File: src/rtl/vga_timing_pkg.sv
// vga_timing_pkg: default 640x480@60 timing constants, colour and position types shared by the video path
package vga_timing_pkg;
  localparam int DEF_H_DISPLAY = 640;
  localparam int DEF_H_FRONT = 16;
  localparam int DEF_H_SYNC = 96;
  localparam int DEF_H_BACK = 48;
  localparam int DEF_V_DISPLAY = 480;
  localparam int DEF_V_FRONT = 10;
  localparam int DEF_V_SYNC = 2;
  localparam int DEF_V_BACK = 33;
  localparam int H_TOTAL = DEF_H_DISPLAY + DEF_H_FRONT + DEF_H_SYNC + DEF_H_BACK;
  localparam int V_TOTAL = DEF_V_DISPLAY + DEF_V_FRONT + DEF_V_SYNC + DEF_V_BACK;
  typedef logic [5:0] color_t;
  typedef logic [9:0] hpos_t;
  typedef logic [9:0] vpos_t;
endpackage

File: src/rtl/vga_sync_generator_wrap_counter.sv
// wrap_counter: counter reset to MAX that wraps MAX->0 when en; ports clk, reset, en -> count, wrap (en && count==MAX)
module wrap_counter #(
  parameter int WIDTH = 10,
  parameter int MAX = 799
) (
  input  logic             clk,
  input  logic             reset,
  input  logic             en,
  output logic [WIDTH-1:0] count,
  output logic             wrap
);
  assign wrap = en && count == WIDTH'(MAX);
  always_ff @(posedge clk)
    count <= reset ? WIDTH'(MAX) : wrap ? '0 : en ? count + WIDTH'(1) : count;
endmodule

File: src/rtl/vga_sync_generator.sv
// vga_sync_generator: registered VGA timing; clk, reset -> hpos, vpos, hsync, vsync, display_on, line_start, frame_start, frame_count (FRAME_COUNTER_EN)
module vga_sync_generator
  import vga_timing_pkg::*;
#(
  parameter int H_DISPLAY = DEF_H_DISPLAY,
  parameter int H_FRONT = DEF_H_FRONT,
  parameter int H_SYNC = DEF_H_SYNC,
  parameter int H_BACK = DEF_H_BACK,
  parameter int V_DISPLAY = DEF_V_DISPLAY,
  parameter int V_FRONT = DEF_V_FRONT,
  parameter int V_SYNC = DEF_V_SYNC,
  parameter int V_BACK = DEF_V_BACK,
  parameter bit H_SYNC_POL = 1'b0,
  parameter bit V_SYNC_POL = 1'b0
) (
  input  logic       clk,
  input  logic       reset,
  output logic [9:0] hpos,
  output logic [9:0] vpos,
  output logic       hsync,
  output logic       vsync,
  output logic       display_on,
  output logic       line_start,
  output logic       frame_start
`ifdef FRAME_COUNTER_EN
  ,
  output logic [7:0] frame_count
`endif
);
  localparam int HT = H_DISPLAY + H_FRONT + H_SYNC + H_BACK;
  localparam int VT = V_DISPLAY + V_FRONT + V_SYNC + V_BACK;
  localparam int HS0 = H_DISPLAY + H_FRONT;
  localparam int HS1 = HS0 + H_SYNC - 1;
  localparam int VS0 = V_DISPLAY + V_FRONT;
  localparam int VS1 = VS0 + V_SYNC - 1;
  if (HT > 1024 || VT > 1024) begin : g_bad_timing
    $error("vga_sync_generator: H_TOTAL or V_TOTAL exceeds 1024");
  end
  logic       h_wrap, v_wrap;
  hpos_t      h_next;
  vpos_t      v_next;
  wrap_counter #(.WIDTH(10), .MAX(HT - 1)) u_h (
    .clk(clk), .reset(reset), .en(1'b1), .count(hpos), .wrap(h_wrap)
  );
  wrap_counter #(.WIDTH(10), .MAX(VT - 1)) u_v (
    .clk(clk), .reset(reset), .en(h_wrap), .count(vpos), .wrap(v_wrap)
  );
  // decoding the values the counters take on this edge keeps outputs aligned with hpos/vpos
  always_comb begin
    h_next = h_wrap ? '0 : hpos + 10'd1;
    v_next = v_wrap ? '0 : vpos + 10'(h_wrap);
  end
  always_ff @(posedge clk) begin
    if (reset) begin
      hsync <= ~H_SYNC_POL;
      vsync <= ~V_SYNC_POL;
      display_on <= 1'b0;
      line_start <= 1'b0;
      frame_start <= 1'b0;
    end else begin
      hsync <= (h_next >= 10'(HS0) && h_next <= 10'(HS1)) ? H_SYNC_POL : ~H_SYNC_POL;
      vsync <= (v_next >= 10'(VS0) && v_next <= 10'(VS1)) ? V_SYNC_POL : ~V_SYNC_POL;
      display_on <= h_next < 10'(H_DISPLAY) && v_next < 10'(V_DISPLAY);
      line_start <= h_wrap;
      frame_start <= v_wrap;
    end
  end
`ifdef FRAME_COUNTER_EN
  always_ff @(posedge clk)
    frame_count <= reset ? 8'd0 : frame_count + 8'(v_wrap);
`endif
endmodule

File: config.mk
export PLATFORM = sky130hd
export DESIGN_NAME = vga_sync_generator
export DESIGN_NICKNAME = d
export VERILOG_FILES = /design/src/rtl/vga_timing_pkg.sv /design/src/rtl/vga_sync_generator_wrap_counter.sv /design/src/rtl/vga_sync_generator.sv
export SDC_FILE = /design/constraint.sdc
export NUM_CORES = 1
export LEC_CHECK = 0
export ABC_AREA = 1
export BUFFER_PORTS_ARGS = -buffer_cell sky130_fd_sc_hd__clkbuf_2
export CELL_PAD_IN_SITES_DETAIL_PLACEMENT = 0
export CELL_PAD_IN_SITES_GLOBAL_PLACEMENT = 2
export CORE_AREA = 4 4 83 85
export CTS_CLUSTER_DIAMETER = 50
export DETAILED_ROUTE_END_ITERATION = 8
export DIE_AREA = 0 0 87 89
export GPL_TIMING_DRIVEN = 0
export PLACE_DENSITY_LB_ADDON = 0.2
export SYNTH_ARGS = -nofsm -noshare
export SYNTH_HDL_FRONTEND = slang
export SYNTH_HIERARCHICAL = 1
export SYNTH_SLANG_ARGS = --single-unit
File: constraint.sdc
create_clock -name clk -period 2.5 [get_ports clk]
set_clock_uncertainty 0.05 [all_clocks]
set_input_delay 0.125 -clock clk [delete_from_list [all_inputs] [get_ports clk]]
set_output_delay 0.125 -clock clk [all_outputs]
set_load 0.02 [all_outputs]
==> impl_metrics.py, run 1 <==
metrics = {
    "power": {
        "switchingPower_w": 0.000512,
        "irDropWorstVdd_mv": 0.315,
        "switching_share_pct": 41.3,
        "cellPowerDensity_nw_per_um2": 564,
        "p_seq_share_pct": 40.5,
        "combPwrFrac_pct": 38.0,
        "p_int_w": 0.000728,
        "clkPwrFrac_pct": 21.5,
        "p_leak_nw": 1.07,
    },
    "route": {
        "wire_per_inst_um": 11.4,
        "top_layer_used": "met4",
        "wirelength_um": 4630,
        "dr_wl_met2_um": 1990,
        "ant_nets": 0,
        "drt-met1-wl_um": 2460,
        "num_vias": 1788,
        "dr.pass1.iters": 4,
        "drtIter0Drc": 85,
        "viasPerCell": 4.41,
        "post-route-drc-count": 0,
        "wl_met3_um": 137,
    },
    "synth": {
        "yosys_warnings": 6,
        "syn_area_um2": 1800,
        "synth-seq-cells": 25,
        "syn_avg_cell_area_um2": 6.30,
        "yosys.area.top_type": "dfxtp_1",
        "yosys.area_share.simple_pct": 47.7,
        "yosysMostFrequentCell": "nand2_1",
        "yosys.area_share.adder_pct": 4.86,
        "synth-edff-count": 0,
        "ys_seq_area_share_pct": 27.8,
        "yosys.area_share.xor_xnor_pct": 3.41,
        "ys_top_cells_by_area": "dfxtp_1 28%, nand2_1 16%, inv_1 9.2%, nand3_1 8.9%, nor2_1 7.5%",
        "synth_top_cell_area_share_pct": 27.8,
        "ys_types": 27,
        "synth-main-ff-cell": "dfxtp_1",
        "syn_inst": 286,
        "synth_compound_area_share_pct": 5.84,
        "postSynth.asyncResetShare_pct": 0,
        "ys_top_cells_by_count": "75 x nand2_1, 44 x inv_1, 36 x nor2_1",
        "synth_top_family_by_area": "simple AND/OR/NAND/NOR gates",
        "post_synth_mux_area_share_pct": 0,
    },
    "cts": {
        "insertion_delay_ns": 0.28,
        "clock_sink_count": 25,
        "hold_buffers": 0,
        "cts_buffer_depth": 2,
        "cts_buffers": 3,
        "cts_tree": "done",
        "clkTransAtPathRegs_ns": 0.11,
        "cts-root-buf": "clkbuf_8",
        "htreeDepth": 1,
    },
    "global_route": {
        "antenna_found_initial": 0,
        "grt_start_max_net_pins": 17,
        "grt_pass1_vias": 1600,
        "grt_pass1_wl_um": 7780,
        "overflow": 0,
        "grt_usage_pct": 12.5,
    },
    "min_path": {
        "hold_path_class": "in -> reg",
    },
    "placed_design": {
        "dp_slack_ns": -0.323,
        "place_hpwl_um": 3510,
        "gp_congestion": 0.687,
        "portBuffers": 26,
        "placed_cell_area_um2": 2040,
    },
    "worst_setup_path": {
        "critPathMaxFanout": 7,
        "critPathMaxStageDelay_ns": 0.41,
        "critPathKind": "reg -> reg",
        "critPathMostFrequentCell": "nand2_1",
        "end_kind": "flip-flop",
        "crit_required_ns": 2.63,
        "cpMaxStageDelayCell": "dfxtp_2",
        "start_kind": "flip-flop",
        "r2r_setup_slack_ns": 0.23,
        "crit_chain": "nand2_1 -> nor3_4 -> nand2_2 -> clkinv_4 -> ha_2 -> ha_2 -> nand2_1 -> nor2_2 -> nand2_1 -> nand2_1 -> nand2_1 -> nor2_2 -> nand3_2 -> nor2_2 -> nand2_1",
        "cp.arrival_ns": 2.40,
    },
    "cells_and_area": {
        "fillers": 718,
        "seqCellArea_um2": 515,
        "diodes": 0,
        "multi_input_area_um2": 1160,
        "drive_above_1_share_pct": 25.3,
        "fin_area_um2": 2200,
        "area_growth_pct": 22.2,
        "fin_nets": 338,
    },
    "floorplanning": {
        "die-area_um2": 7740,
        "fp-row-count": 29,
        "fp.dieH_um": 89,
        "die_w_um": 87,
        "core_um2": 6200,
        "io_pins": 27,
        "initial_core_util_pct": 29.0,
    },
    "sta": {
        "period_minus_slack_ns": 2.27,
        "period_share_pct": 91.0,
        "fmax_mhz": 440,
        "fin_ws_ns": 0.226,
        "setup_viol": 0,
        "hold_violations": 0,
        "drv_slew": 0,
    },
    "flow_run": {
        "drv_cap": 0,
    },
    "outcome": {
        "status": "complete, no violations",
    },
}
==> placed cells by master (no fill, tap or decap) <==
cell type	n
nand3b_1	2
conb_1	5
inv_2	2
nand2_1	73
xnor2_1	4
nand3_2	3
nor2_2	8
ha_2	3
nor2_1	34
a21oi_1	9
or2_2	2
nand3_1	32
o21ai_2	1
clkbuf_8	3
a31oi_1	1
nand2_4	2
clkinv_4	1
inv_6	1
inv_1	43
buf_6	1
nor3_2	1
dfxtp_2	3
xor2_1	3
o21bai_1	2
dfxtp_4	3
nor3_1	1
o21ai_1	1
nor2_4	5
dfxtp_1	19
nand4_1	7
o21ai_0	5
buf_4	8
nand2_2	9
clkbuf_2	26
ha_1	4
nor3_4	1
==> layer usage <==
metal	track usage (%)	vias to the layer above
met1	17.8	789
met2	19.8	22
met4	2.12	0
li1	-	975
met3	2.49	2
met5	0	-
==> power by group through the flow <==
stage | logic, W | clock network, W | registers, W
after global placement | 0.000422 | 0 | 0.000514
final | 0.000471 | 0.000266 | 0.000503
after global routing | 0.000532 | 0.000294 | 0.000514
after floorplan | 0.000275 | 0 | 0.000539
after CTS | 0.000437 | 0.000283 | 0.000506
after detailed placement | 0.000420 | 0 | 0.000514
==> sequential cells by signal, indices dropped and copies added (netlist names) <==
name / cells
display_on: 1
vsync: 1
frame_start: 1
hsync: 1
line_start: 1
u_v/count: 10
u_h/count: 10
==> critical path: cells and delay by family, from the launching register on <==
| kind | cells | cell delay (ns) |
|---|---|---|
| and+or+nand+nor | 12 | 1.27 |
| buffers and inverters | 1 | 0.08 |
| adders and majority gates | 2 | 0.35 |
| DFF | 1 | 0.41 |
==> per-stage QoR <==
| stage | hold slack (ns) | cells | TNS [ns] | power [W] | utilization (%) |
|---|---|---|---|---|---|
| after floorplan | 0.147 | 290 | 0 | 0.000814 | - |
| after global placement | 0.454 | 393 | -0.505 | 0.000936 | 32.9 |
| after detailed placement | 0.455 | 393 | -0.621 | 0.000934 | 32.9 |
| after CTS | 0.159 | 399 | 0 | 0.00123 | 34.2 |
| after global routing | 0.182 | 405 | -0.000860 | 0.00134 | 35.5 |
| final | 0.165 | 405 | 0 | 0.00124 | 35.5 |
==> layout make-up <==
| type | instances | area share [%] |
|---|---|---|
| multi-input cells | 218 | 52.7 |
| flip-flops and latches | 25 | 23.4 |
| repair buffers | 34 | 8.64 |
| inverters | 46 | 8.07 |
| well taps | 77 | 4.38 |
| clock buffers | 3 | 1.88 |
| plain buffers | 1 | 0.512 |
| clock inverters | 1 | 0.398 |
==> path summary, 6_finish.rpt <==
kind | start | endpoint | cells after the start
max | u_h/count[3] | vsync | 15
min | reset | frame_start | 2
max reg2reg | u_h/count[3] | vsync | 15
min reg2reg | u_h/count[2] | u_h/count[2] | 2
==> cells by family (layout without fill, tap and decap cells) <==
logic type / after synthesis / after routing
AOI/OAI and AO/OA: 19 / 19
xor gates and xnor gates: 7 / 7
adders and majority gates: 7 / 7
buffers and inverters: 47 / 85
DFF: 25 / 25
other: 1 / 5
and+or+nand+nor: 180 / 180
==> repair_timing <==
| action | CTS | global route |
|---|---|---|
| pin swaps | 1 | 2 |
| endpoints found under the setup margin | 2 | 2 |
| buffers inserted | 2 | 6 |
| resized for setup | 8 | 13 |
(Power assumes the default switching activity.)
==> inputs of run 2 (changes only) <==
Settings changed: CORE_AREA 4 4 83 85 to 4 4 81 83, DIE_AREA 0 0 87 89 to 0 0 85 87.
Clock period 2.5 ns to 2.8 ns, I/O delays scaled along.
==> impl_metrics.py, run 2 (synthesis gave the netlist of run 1 again) <==
metrics = {
    "worst_setup_path": {
        "critPathKind": "reg -> reg",
        "crit_chain": "ha_1 -> nand2_1 -> nor3_2 -> nand2_2 -> inv_4 -> ha_1 -> ha_1 -> nand2_1 -> nor2_1 -> nand2_1 -> nand2_1 -> nand2_1 -> inv_1 -> nand2_1 -> nand2_1 -> nand2_1 -> nand2_1 -> nand2_1",
        "start_kind": "flip-flop",
        "cpMaxStageDelayCell": "dfxtp_2",
        "crit_required_ns": 2.93,
        "end_kind": "flip-flop",
        "critPathMostFrequentCell": "nand2_1",
        "startpoint": "u_h/count[0]",
        "critPathMaxFanout": 7,
        "cp.arrival_ns": 2.63,
        "critPathMaxStageDelay_ns": 0.41,
        "r2r-start": "u_h/count[0]",
        "worstRegToRegCells": 18,
    },
    "global_route": {
        "grt_pass1_wl_um": 7790,
        "grt_pass1_vias": 1622,
        "overflow": 0,
        "grt_start_max_net_pins": 14,
        "antenna_found_initial": 0,
        "grt_usage_pct": 13.1,
    },
    "floorplanning": {
        "die_w_um": 85,
        "die-area_um2": 7400,
        "core_um2": 5850,
        "initial_core_util_pct": 30.8,
        "fp.dieH_um": 87,
        "fp-row-count": 28,
        "io_pins": 27,
    },
    "sta": {
        "hold_violations": 0,
        "whs_ns": 0.158,
        "period_minus_slack_ns": 2.50,
        "setup_tns_ns": 0,
        "rsz0062_at_grt": "false",
        "setup_viol": 0,
        "fmax_mhz": 399,
        "fin_ws_ns": 0.296,
        "period_share_pct": 89.4,
        "drv_slew": 0,
    },
    "power": {
        "p_seq_share_pct": 42.7,
        "combPwrFrac_pct": 35.7,
        "p_int_w": 0.000618,
        "switchingPower_w": 0.000435,
        "irDropWorstVdd_mv": 0.183,
        "clkPwrFrac_pct": 21.6,
        "p_leak_nw": 1.03,
        "cellPowerDensity_nw_per_um2": 503,
        "switching_share_pct": 41.3,
    },
    "cells_and_area": {
        "seqCellArea_um2": 503,
        "area_growth_pct": 16.2,
        "diodes": 0,
        "utilization_pct": 35.8,
        "multi_input_area_um2": 1130,
        "top_regs": "u_h/count (10), u_v/count (10)",
        "fin_nets": 330,
        "layout_commonest_cell": "nand2_1",
        "drive_above_1_share_pct": 20.0,
        "fin_area_um2": 2090,
        "fillers": 642,
        "final_cell_mix": "74 x nand2_1, 43 x inv_1, 36 x nor2_1",
    },
    "cts": {
        "clock_sink_count": 25,
        "cts_buffer_depth": 2,
        "insertion_delay_ns": 0.27,
        "cts-root-buf": "clkbuf_8",
        "hold_buffers": 0,
        "cts_buffers": 3,
        "clkTransAtPathRegs_ns": 0.10,
        "cts_setup_buffers": 0,
        "cts_tree": "done",
        "htreeDepth": 1,
    },
    "route": {
        "wirelength_um": 4460,
        "drtIter0Drc": 107,
        "post-route-drc-count": 0,
        "num_vias": 1711,
        "wire_per_inst_um": 11.3,
        "ant_nets": 0,
        "viasPerCell": 4.33,
        "dr.pass1.iters": 4,
    },
    "min_path": {
        "hold_path_class": "in -> reg",
        "min_from": "reset",
        "min_path_cells": 2,
    },
    "flow_run": {
        "drv_cap": 0,
    },
    "placed_design": {
        "place_hpwl_um": 3410,
        "portBuffers": 26,
        "placed_cell_area_um2": 2040,
        "dp_slack_ns": 0.0118,
        "gp_congestion": 0.688,
    },
    "outcome": {
        "status": "complete, no violations",
    },
}
==> run 2: changes by cell type in the layout (fill, tap and decap cells not counted), moves of 2 or more <==
cell and change:
nor2_1 +2, ha_1 +3, nor2_2 -2, ha_2 -3, dfxtp_1 +4, buf_4 -8
dfxtp_4 -3
==> run 2: path summary, 6_finish.rpt <==
kind	endpoint	slack [ns]
max reg2reg	vsync	0.30
max	vsync	0.30
min	frame_start	0.16
min reg2reg	u_h/count[6]	0.52
==> run 2: per-layer routing <==
metal	GRT usage, %	share of wire (%)	vias up
met5	0	0	-
met4	3.88	0.65	0
met3	1.70	2.7	2
met2	18.6	41	20
met1	20.1	56	732
li1	-	-	957
==> run 2: through the flow <==
step	cells	power, W
after floorplan	290	0.000727
after global placement	391	0.000834
after detailed placement	391	0.000833
after CTS	395	0.00108
after global routing	395	0.00115
final	395	0.00105
==> run 2: worst max-delay path, delay by kind of cell, from the launching register on <==
kind                       cells  cell delay, ns
adders and majority gates      3            0.54
and+or+nand+nor               13            1.21
DFF                            1            0.41
buffers and inverters          2            0.19
==> run 2: layout make-up <==
| type | count | share of cell area [%] |
|---|---|---|
| tap | 75 | 4.49 |
| clock buffer | 4 | 2.15 |
| sequential | 25 | 24.0 |
| timing repair buffer | 26 | 6.22 |
| inverter | 46 | 8.37 |
| buffer | 1 | 0.538 |
| multi-input combinational | 218 | 54.2 |
==> run 2: timing repair <==
action	4_1_cts	5_1_grt
pin swaps	0	0
setup endpoints to repair	1	2
gates resized for setup	1	4
cloned	0	0
==> run 2: power groups by stage <==
stage	Combinational, W	Sequential (W)	Clock (W)
floorplan	0.000246	0.000481	0
global placement	0.000374	0.000459	0
detailed placement	0.000374	0.000459	0
CTS	0.000376	0.000451	0.000250
global route	0.000429	0.000459	0.000261
finish	0.000375	0.000450	0.000227
